==> src/rtl/spi_master_gen_pkg.sv <==
// Shared FSM state and SPI mode encodings for spi_master_gen.
package spi_master_gen_pkg;

    typedef enum logic {
        ST_IDLE = 1'b0,
        ST_XFER = 1'b1
    } spi_state_e;

    // {cpol, cpha}
    localparam logic [1:0] SPI_MODE0 = 2'b00;
    localparam logic [1:0] SPI_MODE1 = 2'b01;
    localparam logic [1:0] SPI_MODE2 = 2'b10;
    localparam logic [1:0] SPI_MODE3 = 2'b11;

endpackage

==> src/rtl/spi_master_gen_sck_gen.sv <==
// SCK timing for spi_master_gen: half-period divider and per-edge strobes.
// Edge k fires when the counter reaches zero; even k is leading, odd k trailing.
module spi_sck_gen #(
    parameter int DW    = 8,
    parameter int DIV_W = 8
) (
    input  logic             clk,
    input  logic             rst,
    input  logic             load,
    input  logic             run,
    input  logic [DIV_W-1:0] div,
    output logic             lead_stb,
    output logic             trail_stb,
    output logic             last_edge
);
    localparam int            EW     = $clog2(2 * DW);
    localparam logic [EW-1:0] K_LAST = EW'(2 * DW - 1);

    logic [DIV_W-1:0] div_r;
    logic [DIV_W-1:0] cnt;
    logic [EW-1:0]    k;
    logic             edge_stb;

    assign edge_stb  = run && (cnt == '0);
    assign lead_stb  = edge_stb && !k[0];
    assign trail_stb = edge_stb && k[0];
    assign last_edge = edge_stb && (k == K_LAST);

    // Counter only ever reloads from div_r, so div at its maximum never overflows.
    always_ff @(posedge clk or posedge rst) begin
        if (rst) begin
            div_r <= '0;
            cnt   <= '0;
            k     <= '0;
        end else if (load) begin
            div_r <= div;
            cnt   <= div;
            k     <= '0;
        end else if (edge_stb) begin
            cnt <= div_r;
            k   <= k + EW'(1);
        end else if (run) begin
            cnt <= cnt - DIV_W'(1);
        end
    end

endmodule

==> src/rtl/spi_master_gen.sv <==
// Parametrised SPI master: DW-bit words, CPOL/CPHA modes, bit order, SCK divider.
// Optional `define SPI_TXBUF_EN adds a one-word TX holding register for back-to-back words.
module spi_master_gen
    import spi_master_gen_pkg::*;
#(
    parameter int DW    = 8,
    parameter int DIV_W = 8
) (
    input  logic             clk,
    input  logic             rst,
    input  logic             cpol,
    input  logic             cpha,
    input  logic             lsb_first,
    input  logic [DIV_W-1:0] div,
    output logic             sck,
    output logic             sdo,
    input  logic             sdi,
    input  logic             dma_req,
    input  logic [DW-1:0]    dma_din,
    input  logic             cpu_req,
    input  logic [DW-1:0]    cpu_din,
    output logic             start,
    output logic             busy,
    output logic             done,
    output logic [DW-1:0]    dout
);
    spi_state_e    state, state_nxt;
    logic          cpol_r, cpha_r, lsb_r;
    logic [1:0]    mode_r;
    logic [DW-1:0] tx_sr, rx_sr, rx_nxt;
    logic [DW-1:0] req_din, ld_din;
    logic          req, begin_xfer;
    logic          lead_stb, trail_stb, last_edge;
    logic          shift_stb, sample_stb;

    function automatic logic first_bit(input logic [DW-1:0] w, input logic lsb);
        return lsb ? w[0] : w[DW-1];
    endfunction

    function automatic logic [DW-1:0] shift_out(input logic [DW-1:0] w, input logic lsb);
        return lsb ? {1'b0, w[DW-1:1]} : {w[DW-2:0], 1'b0};
    endfunction

    assign req     = cpu_req | dma_req;
    assign req_din = dma_req ? dma_din : cpu_din;
    assign busy    = (state == ST_XFER);

`ifdef SPI_TXBUF_EN
    logic          hold_full;
    logic [DW-1:0] hold_din;

    assign start      = req & ~hold_full;
    // A held word chains straight off the last edge so SCK keeps running.
    assign begin_xfer = (!busy && (start || hold_full)) || (last_edge && hold_full);
    assign ld_din     = hold_full ? hold_din : req_din;

    always_ff @(posedge clk or posedge rst) begin
        if (rst) begin
            hold_full <= 1'b0;
            hold_din  <= '0;
        end else if (begin_xfer && hold_full) begin
            hold_full <= 1'b0;
        end else if (start && busy) begin
            hold_full <= 1'b1;
            hold_din  <= req_din;
        end
    end
`else
    assign start      = req & ~busy;
    assign begin_xfer = start;
    assign ld_din     = req_din;
`endif

    spi_sck_gen #(.DW(DW), .DIV_W(DIV_W)) u_sck_gen (
        .clk       (clk),
        .rst       (rst),
        .load      (begin_xfer),
        .run       (busy),
        .div       (div),
        .lead_stb  (lead_stb),
        .trail_stb (trail_stb),
        .last_edge (last_edge)
    );

    always_ff @(posedge clk or posedge rst) begin
        if (rst) state <= ST_IDLE;
        else     state <= state_nxt;
    end

    always_comb begin
        state_nxt = state;
        case (state)
            ST_IDLE: if (begin_xfer) state_nxt = ST_XFER;
            ST_XFER: if (last_edge && !begin_xfer) state_nxt = ST_IDLE;
            default: state_nxt = ST_IDLE;
        endcase
    end

    assign mode_r     = {cpol_r, cpha_r};
    // The final trailing edge of CPHA=0 has no next bit to present.
    assign shift_stb  = ((mode_r == SPI_MODE1) || (mode_r == SPI_MODE3)) ? lead_stb
                                                                          : (trail_stb && !last_edge);
    assign sample_stb = ((mode_r == SPI_MODE0) || (mode_r == SPI_MODE2)) ? lead_stb : trail_stb;
    assign rx_nxt     = lsb_r ? {sdi, rx_sr[DW-1:1]} : {rx_sr[DW-2:0], sdi};

    always_ff @(posedge clk or posedge rst) begin
        if (rst) begin
            cpol_r <= 1'b0;
            cpha_r <= 1'b0;
            lsb_r  <= 1'b0;
            sck    <= 1'b0;
            sdo    <= 1'b1;
            tx_sr  <= '0;
            rx_sr  <= '0;
            dout   <= '0;
            done   <= 1'b0;
        end else begin
            done <= last_edge;
            if (last_edge) dout <= sample_stb ? rx_nxt : rx_sr;
            if (sample_stb) rx_sr <= rx_nxt;

            if (begin_xfer || !busy) begin
                cpol_r <= cpol;
                sck    <= cpol;
            end else if (lead_stb || trail_stb) begin
                sck <= ~sck;
            end

            if (begin_xfer) begin
                cpha_r <= cpha;
                lsb_r  <= lsb_first;
                if (cpha) begin
                    tx_sr <= ld_din;
                end else begin
                    sdo   <= first_bit(ld_din, lsb_first);
                    tx_sr <= shift_out(ld_din, lsb_first);
                end
            end else if (shift_stb) begin
                sdo   <= first_bit(tx_sr, lsb_r);
                tx_sr <= shift_out(tx_sr, lsb_r);
            end
        end
    end

endmodule

==> config.mk <==
export PLATFORM = sky130hd
export DESIGN_NAME = spi_master_gen
export DESIGN_NICKNAME = d
export VERILOG_FILES = /design/src/rtl/spi_master_gen_pkg.sv /design/src/rtl/spi_master_gen_sck_gen.sv /design/src/rtl/spi_master_gen.sv
export SDC_FILE = /design/constraint.sdc
export NUM_CORES = 1
export LEC_CHECK = 0
export CORE_UTILIZATION = 54
export CTS_BUF_LIST = sky130_fd_sc_hd__clkbuf_16
export DETAILED_ROUTE_END_ITERATION = 7
export GPL_ROUTABILITY_DRIVEN = 0
export GPL_TIMING_DRIVEN = 0
export HOLD_SLACK_MARGIN = 0.06
export PLACE_DENSITY = 0.88
export SLEW_MARGIN = 30
export SYNTH_ARGS = -nofsm -noshare
export SYNTH_HDL_FRONTEND = slang
export SYNTH_SLANG_ARGS = --single-unit
==> constraint.sdc <==
create_clock -name clk -period 3.2 [get_ports clk]
set_input_delay 0.32 -clock clk [delete_from_list [all_inputs] [get_ports clk]]
set_output_delay 0.32 -clock clk [all_outputs]
set_load 0.02 [all_outputs]
After elaboration in Yosys (flattened, before gate mapping)
Cells that the tools add are included.
{"block": "op_classes", "n_div": 0, "order_cmp": 0, "bitwise": 4, "add_sub_neg": 2, "n_mux": 25, "n_eq_ne": 5, "n_shift": 0, "mul": 0, "reduce_logical": 21}
{"cell": "8-bit two-way mux", "count": 11}
{"cell": "1-bit two-way mux", "count": 11}
{"cell": "8-bit logical NOT", "count": 1}
{"cell": "4-bit two-way mux", "count": 2}
{"cell": "8-bit by 1-bit subtractor with 8-bit output (second input constant)", "count": 1}
{"cell": "1-bit logical AND", "count": 6}
{"cell": "2-bit nonzero test", "count": 3}
{"cell": "4-bit by 1-bit adder with 4-bit output (second input constant)", "count": 1}
{"cell": "2-bit equality test (second input constant)", "count": 2}
{"cell": "4-bit equality test (second input constant)", "count": 1}
{"cell": "1-bit logical NOT", "count": 4}
{"cell": "1-bit logical OR", "count": 4}
{"cell": "3-bit nonzero test", "count": 1}
{"cell": "2-bit by 1-bit equality test with 1-bit output (second input constant)", "count": 1}
{"cell": "2-bit logical NOT", "count": 1}
{"cell": "2-bit inequality test (second input constant)", "count": 1}
{"cell": "1-bit NOT", "count": 2}
{"cell": "1-bit one-hot mux with 2 select lines", "count": 1}
{"cell": "2-bit AND reduction", "count": 1}
{"cell": "1-bit AND", "count": 1}
{"cell": "1-bit OR", "count": 1}
{"block": "totals", "ramBits": 0, "register_bits": 51, "latchBits": 0, "rom_bits": 0, "elab_cells": 70, "n_memories": 0, "input_bits": 32}

Depth between registers and ports, before layout
Gate-level depths: netlist (run 1).
{"block": "logic_depth", "ltp_word": 8, "ltp_mapped": 7, "ltp_nobuf": 6}

Cells and area by module
From an unflattened synthesis (run 1), not the netlist that was laid out.
{"block": "unflattened", "hier_cells": 272, "hier_area_um2": 2872.8}
{"mod": "spi_master_gen", "area_per_inst_um2": 1746.7, "instances": 1, "cells_per_inst": 152, "seq_area_each_um2": 752.0}
{"mod": "spi_sck_gen", "area_per_inst_um2": 1126.1, "instances": 1, "cells_per_inst": 120, "seq_area_each_um2": 500.5}

Least setup slack after synthesis (run 1)
OpenSTA, ideal clock, no wires.
{"block": "synth_timing", "path_kind": "flip-flop to flip-flop", "start": "reg u_sck_gen.cnt[0]", "end": "reg dout[0]", "synth_period_minus_slack_ns": 2.268, "path_slack_ns": 0.932, "path_buffers": 0, "arrival_time_ns": 2.143, "stages_incl_launch_ff": 7, "setup_ns": 0.125, "path_cell_list": "dfrtp_1 -> inv_1 -> ha_1 -> nor4bb_1 -> nand2_1 -> nor2_4 -> mux2_2"}
{"block": "synth_via", "word_cells_on_any_way": 7}
{"element": "start: declaration", "line": "spi_master_gen_sck_gen.sv:20", "text": "logic [DIV_W-1:0] cnt;"}
{"element": "start signal: assignment", "line": "spi_master_gen_sck_gen.sv:37", "text": "cnt <= div;"}
{"element": "start signal: assignment", "line": "spi_master_gen_sck_gen.sv:40", "text": "cnt <= div_r;"}
{"element": "start signal: assignment", "line": "spi_master_gen_sck_gen.sv:43", "text": "cnt <= cnt - DIV_W'(1);"}
{"element": "8-bit logical NOT", "line": "spi_master_gen_sck_gen.sv:24", "text": "assign edge_stb = run && (cnt == '0);"}
{"element": "1-bit logical AND", "line": "spi_master_gen_sck_gen.sv:24"}
{"element": "1-bit logical AND", "line": "spi_master_gen_sck_gen.sv:27", "text": "assign last_edge = edge_stb && (k == K_LAST);"}
{"element": "net last_edge", "line": "spi_master_gen.sv:33", "text": "logic lead_stb, trail_stb, last_edge;"}
{"element": "end signal: assignment", "line": "spi_master_gen.sv:119", "text": "if (last_edge) dout <= sample_stb ? rx_nxt : rx_sr;"}
{"element": "end: declaration", "line": "spi_master_gen.sv:25", "text": "output logic [DW-1:0] dout"}
The timed path passes the listed nets, and every way through them passes these cells.
A chain may end at the register's enable or synchronous reset.

Worst setup path in the final report (run 1)
{"block": "layout_timing", "start": "in cpu_req", "end": "out start"}
{"block": "layout_via", "elab_chain_cells": 2}
{"element": "start: declaration", "line": "spi_master_gen.sv:20", "text": "input logic cpu_req,"}
{"element": "1-bit OR", "line": "spi_master_gen.sv:44", "text": "assign req = cpu_req | dma_req;"}
{"element": "1-bit AND", "line": "spi_master_gen.sv:69", "text": "assign start = req & ~busy;"}
{"element": "end: declaration", "line": "spi_master_gen.sv:22", "text": "output logic start,"}
Every way passes these cells.

==> results.sh, run 1 <==
export IMPL_result_of_the_run="completed"
export IMPL_ff2ff_path_depth=6
export IMPL_synthCells=283
export IMPL_hold_path_class="in -> async"
export IMPL_tritoncts_clock_tree="yes"
export IMPL_final_period_utilization=0.967
export IMPL_max_clock_path_buffers=2
export IMPL_power_combinational_fraction=0.312
export IMPL_detail_route_vias_per_cell=6.34
export IMPL_detail_route_wirelength_um=7240
export IMPL_cts_root_buf="sky130_fd_sc_hd__clkbuf_16"
export IMPL_number_of_buffers_inserted_by_port_buffering=43
export IMPL_regToRegSetupSlack_ps=480
export IMPL_grt_util_all_layers=0.289
export IMPL_share_of_cells_above_drive_strength_1=0.111
export IMPL_crit_path_start_kind="input port"
export IMPL_critical_path_most_common_cell="sky130_fd_sc_hd__clkdlybuf4s50_1"
export IMPL_drt_iter0_markers=150
export IMPL_vert_die_dim_um=74.1
export IMPL_leakagePower_nw=1.51
export IMPL_area_growth_pct=24.8
export IMPL_multi_input_area_mm2=0.00145
export IMPL_stdcell_area_mm2=0.00351
export IMPL_number_of_antenna_violations_at_the_first_check_in_global_routing=0
export IMPL_setup_tns_final_ps=0
export IMPL_synth_flop_cell="sky130_fd_sc_hd__dfrtp_1"
export IMPL_unrepaired_setup_endpoints_after_global_routing="no"
export IMPL_yosys_top_cells_area="sky130_fd_sc_hd__dfrtp_1 44%, sky130_fd_sc_hd__mux2i_1 8.9%, sky130_fd_sc_hd__nand2_1 5.9%, sky130_fd_sc_hd__mux2_2 5.6%, sky130_fd_sc_hd__a21oi_1 3.6%"
export IMPL_num_rows=25
export IMPL_report_final_hold_viol_count=0
export IMPL_grt_pass1_vias=2466
export IMPL_setup_violations_final=0
export IMPL_synth_ff_latch_count=50
export IMPL_cells_along_the_critical_path="clkdlybuf4s50_1, o21bai_1, inv_1, clkbuf_1, clkbuf_2, clkdlybuf4s50_1"
export IMPL_switching_share=0.348
export IMPL_worst_skew_pair_late_latency_ps=300
export IMPL_power_density_cell_area_mw_per_mm2=673
export IMPL_cts_post_setup_buffers_inserted=0
export IMPL_cp_num_cells=6
export IMPL_fillers=380
export IMPL_critical_path_buf_inv_count=5
export IMPL_timing_critical_path_arrival_ps=2770
export IMPL_worst_clock_skew_ps=6.86
export IMPL_async_reset_ff_frac=1.00
export IMPL_core_region_area_mm2=0.00488
export IMPL_synth_sequential_area_ratio=0.446
export IMPL_worst_slew_pin_transition_ps=924
export IMPL_cts_reportedPaths_clkPinSlew_ps=70
export IMPL_switchingPower_mw=0.821
export IMPL_standard_cell_with_the_maximum_stage_delay_on_the_critical_path="sky130_fd_sc_hd__clkdlybuf4s50_1"
export IMPL_ys_warn_count=0
export IMPL_power_frac_seq=0.422
export IMPL_dpl_cell_area_mm2=0.00333
export IMPL_wl_per_cell_um=18.0
export IMPL_clock_sink_count=50
export IMPL_detail_route_first_pass_iterations=5
export IMPL_timing_final_crit_period_ps=3090
export IMPL_post_dp_hpwl_um=5100
export IMPL_number_of_synthesized_flops_with_an_enable_pin=0
export IMPL_cp_max_fo=10
export IMPL_drv_max_cap_violation_count=0
export IMPL_vdd_ir_drop_max_v=0.000426
export IMPL_clock_tree_htree_level_count=2
export IMPL_grt_ovf=0
export IMPL_ioPinCount=45
export IMPL_intPower_mw=1.54
export IMPL_num_nets_final=368
export IMPL_final_antenna_net_count=0
export IMPL_mappedNetlistNets=318
export IMPL_via_count=2541
export IMPL_finish_cell_count_without_fillers=401
export IMPL_grt_first_pass_wirelength_um=11800
export IMPL_diodes=0
export IMPL_cts_inserted_buffers=5
export IMPL_critical_path_top_delay_family="buffers and inverters"
export IMPL_full_die_area_mm2=0.00550
export IMPL_worst_reg2reg_endpoint="dout[4]"
export IMPL_r2r_start="u_sck_gen.cnt[0]"
export IMPL_synth_top_area_frac=0.436
export IMPL_regArea_mm2=0.00125
export IMPL_synthesis_area_mm2=0.00281
export IMPL_die_w_um=74.1
export IMPL_maximum_number_of_pins_on_one_net_before_global_route_repair=51
export IMPL_setup_worst_path_end_class="primary output"
export IMPL_fin_worst_hold_slack_ps=449
export IMPL_syn_mean_instance_area_um2=9.93
export IMPL_placed_cells=393
export IMPL_timing_fmax_mhz=323
export IMPL_critPathKind="in -> out"
export IMPL_start_util=0.576
export IMPL_pwr_share_clk=0.265
export IMPL_slowest_delay_ps=660
export IMPL_synthDistinctLibCells=48
export IMPL_max_slew_margin_rel=0.379
export IMPL_slew_viol_final=0
export IMPL_area_leader_netlist="sky130_fd_sc_hd__dfrtp_1"
export IMPL_worst_endpoint_required_ps=2880
export IMPL_drc=0
==> metrics by stage <==
stage,power (mW),setup slack (ps),util
after floorplan,1.48,932,-
after global placement,1.66,-34.0,0.681
after detailed placement,1.71,-43.0,0.682
after CTS,2.35,141,0.717
after global routing,2.49,11.2,0.719
final,2.36,106,0.719
==> power groups by stage <==
stage	clock network (mW)	logic (mW)	registers, mW
2_1_floorplan	0	0.519	0.963
6_report	0.625	0.737	0.997
3_3_place_gp	0	0.678	0.982
4_1_cts	0.632	0.727	0.986
3_5_place_dp	0	0.719	0.994
5_1_grt	0.656	0.815	1.02
==> metal layers <==
metal / wire length, µm / track usage / vias up
met4: 238 / 0.141 / 0
met2: 3540 / 0.470 / 144
met5: 0 / 0 / -
met1: 2900 / 0.371 / 1234
met3: 551 / 0.0596 / 33
li1: - / - / 1130
==> worst max path at each step <==
stage | startpoint | endpoint | slack [ps]
after floorplan | u_sck_gen.cnt[0] | dout[0] | 930
after global placement | cpu_req | start | -30
after detailed placement | cpu_req | start | -40
after CTS | cpu_req | start | 140
after global routing | cpu_req | start | 10
final | cpu_req | start | 110
==> cell usage after synthesis (2+ instances only) <==
cell and n:
sky130_fd_sc_hd__nor3b_1 2, sky130_fd_sc_hd__o311a_1 6, sky130_fd_sc_hd__mux2_2 14, sky130_fd_sc_hd__and2_1 3, sky130_fd_sc_hd__mux2i_1 25, sky130_fd_sc_hd__o31ai_1 2, sky130_fd_sc_hd__mux4_2 2, sky130_fd_sc_hd__a31oi_1 11
sky130_fd_sc_hd__nor2_1 10, sky130_fd_sc_hd__nand3_1 7, sky130_fd_sc_hd__a211oi_1 8, sky130_fd_sc_hd__inv_1 6, sky130_fd_sc_hd__o21ai_0 12, sky130_fd_sc_hd__and3_1 2, sky130_fd_sc_hd__nor3_1 5, sky130_fd_sc_hd__nand2_1 44
sky130_fd_sc_hd__dfrtp_1 49, sky130_fd_sc_hd__ha_1 3, sky130_fd_sc_hd__buf_4 2, sky130_fd_sc_hd__a21oi_1 20, sky130_fd_sc_hd__xor2_1 3, sky130_fd_sc_hd__xnor2_1 3, sky130_fd_sc_hd__o211ai_1 3, sky130_fd_sc_hd__nor2b_1 5
sky130_fd_sc_hd__clkbuf_1 13
==> worst register-to-register path: cells and delay by family, from the launching register on <==
kind,cells,cell delay (ps)
buffers and inverters,1,120
and+or+nand+nor,3,1470
muxes,1,380
adders and majority gates,1,190
DFF,1,460
==> cell usage in the layout, fill, tap and decap left out, types with 6 or more instances in the layout <==
cell type / n
sky130_fd_sc_hd__o311a_1: 6
sky130_fd_sc_hd__dfrtp_1: 49
sky130_fd_sc_hd__nand3_1: 7
sky130_fd_sc_hd__a211oi_1: 8
sky130_fd_sc_hd__clkbuf_1: 12
sky130_fd_sc_hd__mux2_2: 14
sky130_fd_sc_hd__a31oi_1: 11
sky130_fd_sc_hd__a21oi_1: 20
sky130_fd_sc_hd__o21ai_0: 12
sky130_fd_sc_hd__mux2i_1: 25
sky130_fd_sc_hd__nor2_1: 10
sky130_fd_sc_hd__nand2_1: 44
sky130_fd_sc_hd__clkdlybuf4s50_1: 43
==> area by class of cell <==
type                       count  share of cell area
timing repair buffer          43               0.123
inverter                       7             0.00821
clock inverter                 3              0.0136
buffer                        18              0.0243
sequential                    50               0.357
multi-input combinational    208               0.415
clock buffer                   5              0.0357
tap                           67              0.0239
==> sequential cells by signal, summed over array words and instances, names as in the netlist <==
signal,count
sck,1
u_sck_gen.k,4
lsb_r,1
busy,1
u_sck_gen.div_r,8
u_sck_gen.cnt,8
tx_sr,8
cpha_r,1
sdo,1
done,1
rx_sr,8
dout,8
==> timing repair <==
item / 4_1_cts / 5_1_grt
hold buffers: 0 / 0
setup endpoints to repair: 1 / 0
gates resized for setup: 1 / 0
==> cell families (layout without fill, tap and decap cells) <==
| logic type | after synthesis | after routing | share of synthesized area |
|---|---|---|---|
| AND/OR/NAND/NOR | 88 | 88 | 0.159 |
| XOR/XNOR | 6 | 6 | 0.0187 |
| flip-flops | 50 | 50 | 0.446 |
| adder cells (fa/ha/maj) | 3 | 3 | 0.0134 |
| buffers and inverters | 25 | 76 | 0.0392 |
| AO/OA/AOI/OAI | 70 | 70 | 0.163 |
| multiplexers | 41 | 41 | 0.161 |
No activity file was read; power rests on OpenSTA's default activity.
==> run 2: changes to the inputs <==
- CORE_UTILIZATION: 54 -> 63
- DONT_BUFFER_PORTS: not set -> 1
- PLACE_DENSITY: 0.88 -> 0.87
- SETUP_SLACK_MARGIN: not set -> 0.5
==> run 2 against run 1 <==
Via count is 12% lower; total power shrank 7.4%; clock skew down 3.6 ps; largest power group unchanged.
==> results.sh, run 2 (synthesized netlist as in run 1, its figures left out) <==
export IMPL_vdd_ir_drop_max_v=0.000443
export IMPL_area_growth_pct=8.24
export IMPL_max_slew_margin_rel=0.463
export IMPL_detail_route_vias_per_cell=6.53
export IMPL_timing_critical_path_arrival_ps=2720
export IMPL_switching_share=0.357
export IMPL_setup_tns_final_ps=0
export IMPL_via_count=2228
export IMPL_final_antenna_net_count=0
export IMPL_worst_skew_pair_late_latency_ps=290
export IMPL_pwr_share_clk=0.239
export IMPL_core_region_area_mm2=0.00414
export IMPL_setup_violations_final=0
export IMPL_full_die_area_mm2=0.00473
export IMPL_power_density_cell_area_mw_per_mm2=718
export IMPL_cts_root_buf="sky130_fd_sc_hd__clkbuf_16"
export IMPL_grt_util_all_layers=0.281
export IMPL_power_combinational_fraction=0.298
export IMPL_ff2ff_path_depth=5
export IMPL_post_layout_power_mw=2.18
export IMPL_number_of_antenna_violations_at_the_first_check_in_global_routing=0
export IMPL_regToRegSetupSlack_ps=660
export IMPL_cts_inserted_buffers=5
export IMPL_regArea_mm2=0.00125
export IMPL_groute_layer_met2_usage=0.447
export IMPL_drv_max_cap_violation_count=0
export IMPL_num_rows=23
export IMPL_wl_per_cell_um=18.4
export IMPL_drt_iter0_markers=141
export IMPL_switchingPower_mw=0.780
export IMPL_max_clock_path_buffers=2
export IMPL_vert_die_dim_um=68.8
export IMPL_diodes=0
export IMPL_tritoncts_clock_tree="yes"
export IMPL_stdcell_area_mm2=0.00304
export IMPL_worst_clock_skew_ps=3.24
export IMPL_gr_usage_met1=0.356
export IMPL_grt_ovf=0
export IMPL_use_met3=0.0839
export IMPL_crit_path_start_kind="flip-flop"
export IMPL_timing_fmax_mhz=394
export IMPL_worst_reg2reg_endpoint="dout[5]"
export IMPL_worst_endpoint_required_ps=3380
export IMPL_worst_slew_pin_transition_ps=799
export IMPL_drc=0
export IMPL_grt_busiest_layer="met2"
export IMPL_maximum_number_of_pins_on_one_net_before_global_route_repair=51
export IMPL_unrepaired_setup_endpoints_after_global_routing="no"
export IMPL_power_frac_seq=0.463
export IMPL_setup_worst_path_end_class="flip-flop"
export IMPL_clock_tree_htree_level_count=2
export IMPL_detail_route_first_pass_iterations=4
export IMPL_dpl_cell_area_mm2=0.00288
export IMPL_timing_final_crit_period_ps=2540
export IMPL_die_w_um=68.8
export IMPL_grt_pass1_vias=2096
export IMPL_share_of_cells_above_drive_strength_1=0.124
export IMPL_ioPinCount=45
export IMPL_setup_slack_ps=663
export IMPL_result_of_the_run="completed"
export IMPL_report_final_hold_viol_count=0
export IMPL_multi_input_area_mm2=0.00146
export IMPL_layout_commonest_cell="sky130_fd_sc_hd__dfrtp_1"
export IMPL_cp_max_fo=10
export IMPL_leakagePower_nw=1.33
export IMPL_grt_first_pass_wirelength_um=9470
export IMPL_cts_post_setup_buffers_inserted=0
export IMPL_number_of_buffers_inserted_by_port_buffering=0
export IMPL_final_period_utilization=0.793
export IMPL_dp_worst_setup_slack_ps=329
export IMPL_start_util=0.678
export IMPL_final_cell_mix="49 x sky130_fd_sc_hd__dfrtp_1, 44 x sky130_fd_sc_hd__nand2_1, 25 x sky130_fd_sc_hd__mux2i_1"
export IMPL_critPathKind="reg -> reg"
export IMPL_detail_route_wirelength_um=6270
export IMPL_slew_viol_final=0
export IMPL_post_dp_hpwl_um=4320
export IMPL_fillers=319
export IMPL_r2r_start="u_sck_gen.cnt[2]"
export IMPL_hold_path_class="in -> reg"
export IMPL_clock_sink_count=50
export IMPL_holdPathStages=2
export IMPL_crit_path_end="dout[5]"
export IMPL_intPower_mw=1.40
export IMPL_crit_start="u_sck_gen.cnt[2]"
export IMPL_cts_reportedPaths_clkPinSlew_ps=60
export IMPL_num_nets_final=326
-- run 2: how the worst min path moves through the flow --
stage	slack, ps	to	from
2_1_floorplan	430	u_sck_gen.div_r[0]	div[0]
4_1_cts	130	u_sck_gen.div_r[1]	div[1]
3_3_place_gp	430	u_sck_gen.div_r[0]	div[0]
6_report	130	u_sck_gen.div_r[1]	div[1]
5_1_grt	140	u_sck_gen.div_r[1]	div[1]
3_5_place_dp	310	u_sck_gen.div_r[2]	rst
-- run 2: cell type report --
| cell class | count | share of cell area |
|---|---|---|
| inverters | 7 | 0.00946 |
| multi-input cells | 208 | 0.481 |
| flip-flops and latches | 50 | 0.412 |
| repair buffers | 1 | 0.00329 |
| plain buffers | 18 | 0.0280 |
| well taps | 50 | 0.0206 |
| clock buffers | 5 | 0.0411 |
| clock inverters | 2 | 0.00494 |
-- run 2: critical path, stage by stage (launching register included) --
cell and delay, ps:
sky130_fd_sc_hd__dfrtp_1 380, sky130_fd_sc_hd__buf_6 130, sky130_fd_sc_hd__nor4_2 700, sky130_fd_sc_hd__nand2_1 430, sky130_fd_sc_hd__nor2_4 400, sky130_fd_sc_hd__mux2_2 380
-- run 2: routing by layer --
metal / up-vias / part of all wire
met5: - / 0
met4: 0 / 0.025
met3: 17 / 0.073
met2: 82 / 0.47
met1: 1073 / 0.43
li1: 1056 / -
-- run 2: power by group through the flow --
| stage | registers, mW | logic, mW | clock network, mW |
|---|---|---|---|
| after floorplan | 0.963 | 0.519 | 0 |
| after global placement | 1.00 | 0.593 | 0 |
| after detailed placement | 1.01 | 0.622 | 0 |
| after CTS | 1.00 | 0.639 | 0.525 |
| after global routing | 1.04 | 0.716 | 0.549 |
| final | 1.01 | 0.650 | 0.522 |
-- run 2: timing repair --
action,CTS,global route
gates resized for setup,2,1
endpoints found under the hold margin,49,0
pin swaps,0,0
endpoints found under the setup margin,9,8
hold buffers,1,0
-- run 2: metrics by stage --
step | utilization | instances | hold slack [ps]
floorplan | - | 283 | 425
detailed placement | 0.694 | 333 | 310
finish | 0.734 | 341 | 129
CTS | 0.732 | 341 | 129
global route | 0.734 | 341 | 136
global placement | 0.693 | 333 | 428
==> run 3: changes to the inputs <==
- CORE_UTILIZATION: 63 -> 57
- PLACE_DENSITY: 0.87 -> 0.83
- clock period: 3.2 -> 2.07 ns (I/O delays scaled with it)
==> run 3 against run 2 <==
Die area is 10% higher; non-clock buffer count is 52 higher; register-to-register slack worse by 560 ps; fmax grew 29%; clock skew up 0.97 ps; wire length rose by 58%; clock power is 58% higher; total power grew 120%; setup slack got worse by 560 ps; cell area rose by 34%; sequential power up 60%; clock-buffer cell count is the same; largest cell class unchanged.
==> results.sh, run 3 (synthesized netlist as in run 1, its figures left out) <==
export IMPL_start_util=0.595
export IMPL_number_of_buffers_inserted_by_port_buffering=0
export IMPL_detail_route_wirelength_um=9880
export IMPL_num_rows=25
export IMPL_placed_cells=350
export IMPL_layout_commonest_cell="sky130_fd_sc_hd__dfrtp_1"
export IMPL_report_final_hold_viol_count=0
export IMPL_result_of_the_run="completed"
export IMPL_via_count=2817
export IMPL_intPower_mw=2.83
export IMPL_max_slew_margin_rel=0.581
export IMPL_crit_path_start_kind="flip-flop"
export IMPL_drc=0
export IMPL_finish_cell_count_without_fillers=411
export IMPL_grt_util_all_layers=0.343
export IMPL_grt_first_pass_wirelength_um=13500
export IMPL_setup_worst_path_end_class="flip-flop"
export IMPL_slew_viol_final=0
export IMPL_timing_final_crit_period_ps=1960
export IMPL_area_growth_pct=44.9
export IMPL_switchingPower_mw=1.91
export IMPL_drv_max_cap_violation_count=0
export IMPL_leakagePower_nw=1.76
export IMPL_worst_endpoint_required_ps=2230
export IMPL_max_clock_path_buffers=2
export IMPL_worst_skew_pair_late_latency_ps=290
export IMPL_timing_critical_path_arrival_ps=2120
export IMPL_dp_worst_setup_slack_ps=-174
export IMPL_unrepaired_setup_endpoints_after_global_routing="yes"
export IMPL_diodes=0
export IMPL_share_of_cells_above_drive_strength_1=0.433
export IMPL_power_density_cell_area_mw_per_mm2=1160
export IMPL_cp_max_fo=6
export IMPL_wl_per_cell_um=24.0
export IMPL_core_region_area_mm2=0.00472
export IMPL_die_w_um=72.2
export IMPL_timing_fmax_mhz=509
export IMPL_critPathKind="reg -> reg"
export IMPL_cts_root_buf="sky130_fd_sc_hd__clkbuf_16"
export IMPL_vert_die_dim_um=72.2
export IMPL_cts_reportedPaths_clkPinSlew_ps=70
export IMPL_full_die_area_mm2=0.00522
export IMPL_worst_slew_pin_transition_ps=627
export IMPL_grt_pass1_vias=2747
export IMPL_drt_iter0_markers=327
export IMPL_number_of_antenna_violations_at_the_first_check_in_global_routing=0
export IMPL_vdd_ir_drop_max_v=0.000644
export IMPL_final_cell_mix="43 x sky130_fd_sc_hd__dfrtp_1, 35 x sky130_fd_sc_hd__nand2_1, 29 x sky130_fd_sc_hd__buf_4"
export IMPL_post_dp_hpwl_um=4300
export IMPL_final_antenna_net_count=0
export IMPL_ioPinCount=45
export IMPL_worst_clock_skew_ps=4.21
export IMPL_setup_violations_final=0
export IMPL_post_layout_power_mw=4.74
export IMPL_num_nets_final=378
export IMPL_maximum_number_of_pins_on_one_net_before_global_route_repair=51
export IMPL_final_period_utilization=0.948
export IMPL_switching_share=0.402
export IMPL_cts_inserted_buffers=5
export IMPL_detail_route_vias_per_cell=6.85
export IMPL_setup_slack_ps=107
export IMPL_power_combinational_fraction=0.484
export IMPL_hold_path_class="in -> reg"
export IMPL_grt_ovf=0
export IMPL_clock_tree_htree_level_count=2
export IMPL_power_frac_seq=0.342
export IMPL_pwr_share_clk=0.174
export IMPL_detail_route_first_pass_iterations=5
export IMPL_clock_sink_count=50
export IMPL_finish_utilization=0.862
export IMPL_tritoncts_clock_tree="yes"
-- run 3: cell count changes in the layout (fill, tap and decap cells not counted), moves of 6 or more --
cell / change
sky130_fd_sc_hd__buf_4: +27
sky130_fd_sc_hd__buf_6: +16
sky130_fd_sc_hd__a21oi_1: -11
sky130_fd_sc_hd__nand2_1: -9
sky130_fd_sc_hd__a21oi_4: +8
sky130_fd_sc_hd__mux2_2: -8
sky130_fd_sc_hd__mux2_4: +8
sky130_fd_sc_hd__clkbuf_1: -7
sky130_fd_sc_hd__dlygate4sd3_1: +7
sky130_fd_sc_hd__o21ai_0: -7
sky130_fd_sc_hd__dfrtp_1: -6
sky130_fd_sc_hd__dfrtp_2: +6
sky130_fd_sc_hd__nand2_2: +6
-- run 3: area by class of cell --
type	count	area, µm²
clock inverters	3	21.3
multi-input cells	208	1870
well taps	67	83.8
plain buffers	18	181
inverters	7	28.8
fillers	206	652
flip-flops and latches	50	1260
repair buffers	53	498
clock buffers	5	125
-- run 3: power by group through the flow --
stage,clock (mW),combinational (mW),sequential (mW)
after floorplan,0,0.857,1.51
after global placement,0,0.971,1.59
after detailed placement,0,1.01,1.60
after CTS,0.816,1.58,1.55
after global routing,0.872,2.37,1.63
final,0.826,2.29,1.62
-- run 3: critical path: stages (launching register included) --
cell	delay (ps)
sky130_fd_sc_hd__dfrtp_1	400
sky130_fd_sc_hd__or4_4	530
sky130_fd_sc_hd__buf_6	140
sky130_fd_sc_hd__nor4_4	150
sky130_fd_sc_hd__buf_6	180
sky130_fd_sc_hd__buf_6	100
sky130_fd_sc_hd__mux2i_1	230
sky130_fd_sc_hd__a21oi_1	100
-- run 3: stage by stage --
| stage | cell area [µm²] | setup TNS (ps) | hold slack (ps) |
|---|---|---|---|
| final | 4070 | 0 | 79.2 |
| after detailed placement | 2990 | -1840 | 199 |
| after CTS | 3760 | 0 | 65.0 |
| after global routing | 4070 | 0 | 63.2 |
| after floorplan | 2900 | 0 | 312 |
| after global placement | 2980 | -1200 | 316 |
-- run 3: what timing repair did --
item / in CTS / in global routing
hold endpoints to repair: 56 / 0
setup buffers: 27 / 16
resized for setup: 70 / 49
hold buffers: 8 / 0
pin swaps: 9 / 24
endpoints found under the setup margin: 50 / 41
gates cloned: 2 / 0
-- run 3: worst paths after layout --
kind | start | endpoint | slack (ps) | cells past startpoint
min in group asynchronous | rst | rx_sr[6] | 490 | 2
worst min register to register | u_sck_gen.div_r[3] | u_sck_gen.div_r[3] | 500 | 2
worst min-delay path | cpol | sck | 80 | 2
max in group asynchronous | rst | u_sck_gen.k[0] | 1130 | 2
worst max register to register | u_sck_gen.cnt[5] | tx_sr[7] | 110 | 7
worst max-delay path | u_sck_gen.cnt[5] | tx_sr[7] | 110 | 7
-- run 3: metal layers --
layer | track usage | routed length (µm) | vias up
met5 | 0 | 0 | -
met4 | 0.144 | 464 | 0
met3 | 0.0806 | 1010 | 58
met2 | 0.586 | 4780 | 233
met1 | 0.415 | 3630 | 1374
li1 | - | - | 1152
